File: config.mk
export PLATFORM = sky130hd
export DESIGN_NAME = fifo_read_serializer
export DESIGN_NICKNAME = d
export VERILOG_FILES = /design/src/rtl/fifo_read_serializer.sv
export SDC_FILE = /design/constraint.sdc
export NUM_CORES = 1
export LEC_CHECK = 0
export ABC_CLOCK_PERIOD_IN_PS = 1900
export BUFFER_PORTS_ARGS = -buffer_cell sky130_fd_sc_hd__buf_2
export CAP_MARGIN = 5
export CORE_MARGIN = 4
export CORE_UTILIZATION = 50
export DETAILED_ROUTE_END_ITERATION = 8
export PLACE_DENSITY = 0.89
export SLEW_MARGIN = 20
export SYNTH_ARGS = -nofsm -noshare
export SYNTH_HDL_FRONTEND = slang
export SYNTH_SLANG_ARGS = --single-unit
export TNS_END_PERCENT = 20
File: constraint.sdc
create_clock -name Clk -period 1.9 [get_ports Clk]
set_input_delay 0.475 -clock Clk [delete_from_list [all_inputs] [get_ports Clk]]
set_output_delay 0.475 -clock Clk [all_outputs]
set_load 0.01 [all_outputs]
File: src/rtl/fifo_read_serializer.sv
// Pops words from a show-ahead FIFO read port and streams each one as
// Beats narrower beats, least-significant first, on a valid/ready/last stream.
module fifo_read_serializer #(
  parameter int unsigned DataWidth = 64,
  parameter int unsigned BeatWidth = 32
) (
  input  logic                 Clk,
  input  logic                 Rst,
  input  logic [DataWidth-1:0] FifoRData,
  input  logic                 FifoREmpty,
  output logic                 FifoRInc,
  output logic [BeatWidth-1:0] OutData,
  output logic                 OutValid,
  output logic                 OutLast,
  input  logic                 OutReady,
  input  logic                 Flush,
  output logic                 Busy
);

  localparam int unsigned Beats = DataWidth / BeatWidth;
  localparam int unsigned CntW  = (Beats > 1) ? $clog2(Beats) : 1;
  localparam logic [CntW-1:0] LastCnt = CntW'(Beats - 1);

  typedef enum logic {
    IDLE,
    SEND
  } state_t;

  state_t                 state;
  logic [DataWidth-1:0]   word;
  logic [CntW-1:0]        cnt;

  logic                   send;
  logic                   valid;
  logic                   last;
  logic                   xfer;
  logic                   pop;
  logic [BeatWidth-1:0]   beat;

  assign send  = (state == SEND);
  assign valid = send & ~Flush;
  assign last  = (cnt == LastCnt);
  assign xfer  = valid & OutReady;
  // Pop when idle, or on acceptance of the final beat so words run back-to-back.
  // Rst gates the strobe because the FIFO may be non-empty while we are held in reset.
  assign pop   = Rst & ~Flush & ~FifoREmpty & (~send | (xfer & last));

  always_comb begin
    beat = '0;
    for (int unsigned i = 0; i < Beats; i++) begin
      if (cnt == CntW'(i)) beat = word[i*BeatWidth +: BeatWidth];
    end
  end

  assign OutValid = valid;
  assign OutData  = valid ? beat : '0;
  assign OutLast  = valid & last;
  assign FifoRInc = pop;
  assign Busy     = send;

  always_ff @(posedge Clk or negedge Rst) begin
    if (!Rst) begin
      state <= IDLE;
      word  <= '0;
      cnt   <= '0;
    end else if (Flush) begin
      state <= IDLE;
      cnt   <= '0;
    end else if (pop) begin
      state <= SEND;
      word  <= FifoRData;
      cnt   <= '0;
    end else if (xfer) begin
      if (last) begin
        state <= IDLE;
        cnt   <= '0;
      end else begin
        cnt <= cnt + 1'b1;
      end
    end
  end

endmodule

[After elaboration in Yosys (flattened, before gate mapping)]
Index checks and enable logic that the tools add are counted.
Storage, ports and cells
  bits in registers: 66
  output and inout port bits: 36
  input bits: 69
  word-level logic and storage cells: 29
Cells by class
  reduce and logical (&&, ||, !) cells: 4
  bitwise gates (word level): 11
  add/sub/neg operators: 1
  mux-type cells: 10
Operators with widths (count)
  $mux W32: 2
  $mux W1: 8
  $and A1 B1 Y1: 7
  $reduce_bool A3 Y1: 2
  $reduce_and A2 Y1: 2
  $not A1 Y1: 3
  $add A1 B1 Y1 const B: 1
  $or A1 B1 Y1: 1

[Longest topological paths before layout]
  word-level depth: 8
  mapped depth: 6
  depth with buffers taken out: 3

[Least setup slack after synthesis]
No wires, ideal clock.
  kind: input to register
  start point: in OutReady
  end point: reg word[0]
  cell stages on the path: 5
  required time: 1.773 ns
  path buffers: 2
  slack: 0.142 ns
  data arrival time: 1.631 ns
  library setup time: 0.127 ns
  cells stage by stage: nand2_1 -> a2111oi_4 -> buf_4 -> buf_6 -> mux2_1
On the way
  longest elaborated chain between the ends: 5
Ends and longest elaborated chain
  start: declaration: RTL line 15  | input logic OutReady,
  $and A1 B1 Y1: RTL line 43  | assign xfer = valid & OutReady;
  $and A1 B1 Y1: RTL line 46  | assign pop = Rst & ~Flush & ~FifoREmpty & (~send | (xfer & last));
  $or A1 B1 Y1: RTL line 46
  $and A1 B1 Y1: RTL line 46
  $reduce_and A2 Y1 (no source line)
  end signal: assignment: RTL line 71  | word <= FifoRData;
  end: declaration: RTL line 30  | logic [DataWidth-1:0] word;
Every way passes these cells.
A chain may end at the register's enable or synchronous reset.

[Worst setup path in the final report]
  start point: reg state, in the netlist Busy
  end point: out FifoRInc
On the way
  longest elaborated chain between the ends: 5
  elaborated cells between the ends (all ways): 6
Ends and longest elaborated chain
  start: declaration: RTL line 29  | state_t state;
  start signal: assignment: RTL line 63  | state <= IDLE;
  start signal: assignment: RTL line 67  | state <= IDLE;
  start signal: assignment: RTL line 70  | state <= SEND;
  $and A1 B1 Y1: RTL line 41  | assign valid = send & ~Flush;
  $and A1 B1 Y1: RTL line 43
  $and A1 B1 Y1: RTL line 46
  $or A1 B1 Y1 *: RTL line 46
  $and A1 B1 Y1 *: RTL line 46
  end: declaration: RTL line 11  | output logic FifoRInc,
Every way passes the cells marked *; elsewhere a longest branch is shown, timed or not.

==> run_results.csv <==
group,metric,value,unit
global_routing,grt_use_total,0.189,
floorplanning,core_area,5640,um^2
synthesis,ys_types,17,
drt,drt_pass1_iterations,5,
synthesis,syn-num-nets,289,
timing,min_period_over_period,1.01,
clocking,cts_root_buffer,"clkbuf_8",
global_routing,grt_max_degree,67,
clocking,htreeDepth,3,
global_routing,use_met2,0.319,
floorplanning,die_height,85.3,um
synthesis,synth_top_area_cell,"dfrtp_1",
synthesis,synth_edf_count,0,
power_and_ir_drop,p_per_area,926,nW/um^2
timing,setup_viol,1,
timing,rsz0062_at_grt,"true",
power_and_ir_drop,switching_power,0.954,mW
timing,max-slew-margin-rel,0.448,
timing,fin_setup_tns,-0.0246,ns
synthesis,syn_area_per_cell,13.6,um^2
drt,totalWireLength,6730,um
power_and_ir_drop,p_total,3.57,mW
timing,fin_ws,-0.0246,ns
worst_hold_path,holdCritPathClass,"in -> async",
clocking,ctsHoldBuffers,0,
worst_setup_path,cp-end-kind,"output pin",
clocking,cts_buffer_depth,2,
layout,antennaDiodeCount,0,
place,dp_cells,393,
synthesis,ys_top_cells_by_count,"dfrtp_1 (66), mux2_2 (34), nor2_1 (33)",
synthesis,syn_inst,220,
job,maxCapViolCount,0,
global_routing,use_met3,0.0417,
floorplanning,ios,105,
power_and_ir_drop,p_int,2.62,mW
floorplanning,dieWidth,85.3,um
worst_setup_path,critPathKind,"reg -> out",
layout,drive_gt1_frac,0.500,
clocking,clock_sink_count,66,
place,dpl.hpwl,4820,um
timing,finalWorstPathRequiredPeriod,1.92,ns
worst_setup_path,worstPathRequired,1.42,ns
global_routing,grt_overflow_total,0,
floorplanning,initial_core_util,0.529,
power_and_ir_drop,p_comb_frac,0.186,
global_routing,gr-usage-met1,0.228,
global_routing,top_usage_layer,"met2",
clocking,clk_latency,0.34,ns
drt,drt-vias-per-instance,5.21,
place,gp_congestion,0.767,
synthesis,synth_area_leaders,"dfrtp_1 (55%), mux2_2 (13%), mux2_1 (11%), mux2i_1 (11%), nor2_1 (4.2%)",
worst_setup_path,critPathLaunchType,"flop",
timing,tightest_slew,0.828,ns
layout,fillers,439,
power_and_ir_drop,max-vdd-ir-drop,0.000911,V
timing,max_freq,520,MHz
synthesis,synth_top_area_share,0.553,
worst_setup_path,arrival,1.45,ns
place,io_buffer_count,104,
timing,hold_violations,0,
global_routing,antenna_found_initial,0,
layout,final_nets,404,
floorplanning,die-area,7270,um^2
drt,vias,2146,
timing,report.final.slew_viol_count,0,
synthesis,syn-cell-area,2980,um^2
synthesis,synth.most_common_cell,"dfrtp_1",
floorplanning,rows,27,
worst_setup_path,path_max_fanout,4,
clocking,cts_tree,"built",
drt,drtIter0Drc,57,
outcome,violations,"negative setup slack",
synthesis,seq_area_frac_synth,0.553,
synthesis,synthArstFlopShare,1.00,
synthesis,synth_flop_cell,"dfrtp_1",
clocking,clk_pin_slew,0.07,ns
power_and_ir_drop,p_leak,1.83,nW
drt,antenna_left,0,
global_routing,grt_pass1_wl,10700,um
outcome,status,"finished with violations",
global_routing,grt_pass1_vias,2224,
clocking,cts_made_buffers,9,
drt,wl_per_cell,16.3,um
drt,drc,0,
power_and_ir_drop,swShare,0.267,
power_and_ir_drop,power.clock.fraction,0.286,
synthesis,synth_warnings,0,
layout,syn_to_final_growth,29.3,%
power_and_ir_drop,seq_power_share,0.528,
synthesis,ys_ff_latch,66,
layout,stdcell_count,412,
timing,clock-skew-final,0.00949,ns
==> path summary, 6_finish.rpt <==
check,from,end,slack (ns),cells past startpoint
worst max-delay path,Busy,FifoRInc,-0.02,3
worst min-delay path,Rst,word[0],0.35,2
worst max register to register,Busy,word[33],0.06,6
worst min register to register,word[12],word[12],0.49,1
max in group asynchronous,Rst,cnt,0.96,2
min in group Clk,FifoRData[2],word[2],0.35,2
==> cells in the final DEF (no fill, tap or decap), drive strengths merged, types with 3 or more instances in the layout <==
master  instances
clkbuf         13
nor2           33
mux2i          32
mux2           64
clkinv          3
dfrtp          66
buf           119
inv             3
==> worst max-delay path, stage by stage (launching register included) <==
cell,delay [ns]
dfrtp_2,0.45
a2111oi_4,0.38
buf_4,0.19
buf_6,0.10
==> metal layers <==
layer | routed length (um) | vias to the layer above
li1 | - | 990
met1 | 2730 | 1076
met2 | 3400 | 66
met3 | 430 | 14
met4 | 165 | 0
met5 | 0 | -
==> cells by family (layout without fill, tap and decap cells) <==
logic type / count (synthesis) / count (layout) / synth area share
muxes: 96 / 96 / 0.349
DFF: 66 / 66 / 0.553
and+or+nand+nor: 37 / 37 / 0.0491
buffers and inverters: 18 / 138 / 0.0340
AOI/OAI and AO/OA: 2 / 2 / 0.0117
xor gates and xnor gates: 1 / 1 / 0.00294
==> flip-flops by register name (all words and copies together) (netlist names) <==
name / count
word: 64
cnt: 1
Busy: 1
==> stage by stage <==
step | instance area (um^2) | setup slack, ns | hold slack, ns | util
detailed placement | 3650 | 0.00939 | 0.474 | 0.646
finish | 3860 | -0.0246 | 0.348 | 0.684
CTS | 3820 | -0.0640 | 0.340 | 0.677
global route | 3860 | -0.0718 | 0.341 | 0.684
global placement | 3650 | 0.0346 | 0.466 | 0.646
floorplan | 2980 | 0.142 | 0.179 | -
==> layout make-up <==
| class | count | area [um^2] | share of cell area |
|---|---|---|---|
| flip-flops and latches | 66 | 1650 | 0.429 |
| repair buffers | 119 | 704 | 0.183 |
| well taps | 72 | 90.1 | 0.0234 |
| multi-input cells | 136 | 1230 | 0.320 |
| clock inverters | 3 | 15.0 | 0.00389 |
| inverters | 3 | 11.3 | 0.00292 |
| clock buffers | 13 | 149 | 0.0386 |
==> timing repair <==
item,CTS,global route
setup endpoints to repair,23,35
buffers inserted,1,2
pin swaps,0,1
gates resized for setup,0,7
==> power groups by stage <==
stage	registers [mW]	logic [mW]	clock network [mW]
2_1_floorplan	1.85	0.446	0
3_3_place_gp	1.88	0.627	0
3_5_place_dp	1.91	0.666	0
4_1_cts	1.89	0.670	1.03
5_1_grt	1.92	0.739	1.10
6_report	1.89	0.666	1.02
Note: power is estimated with default switching activity, not from simulation.
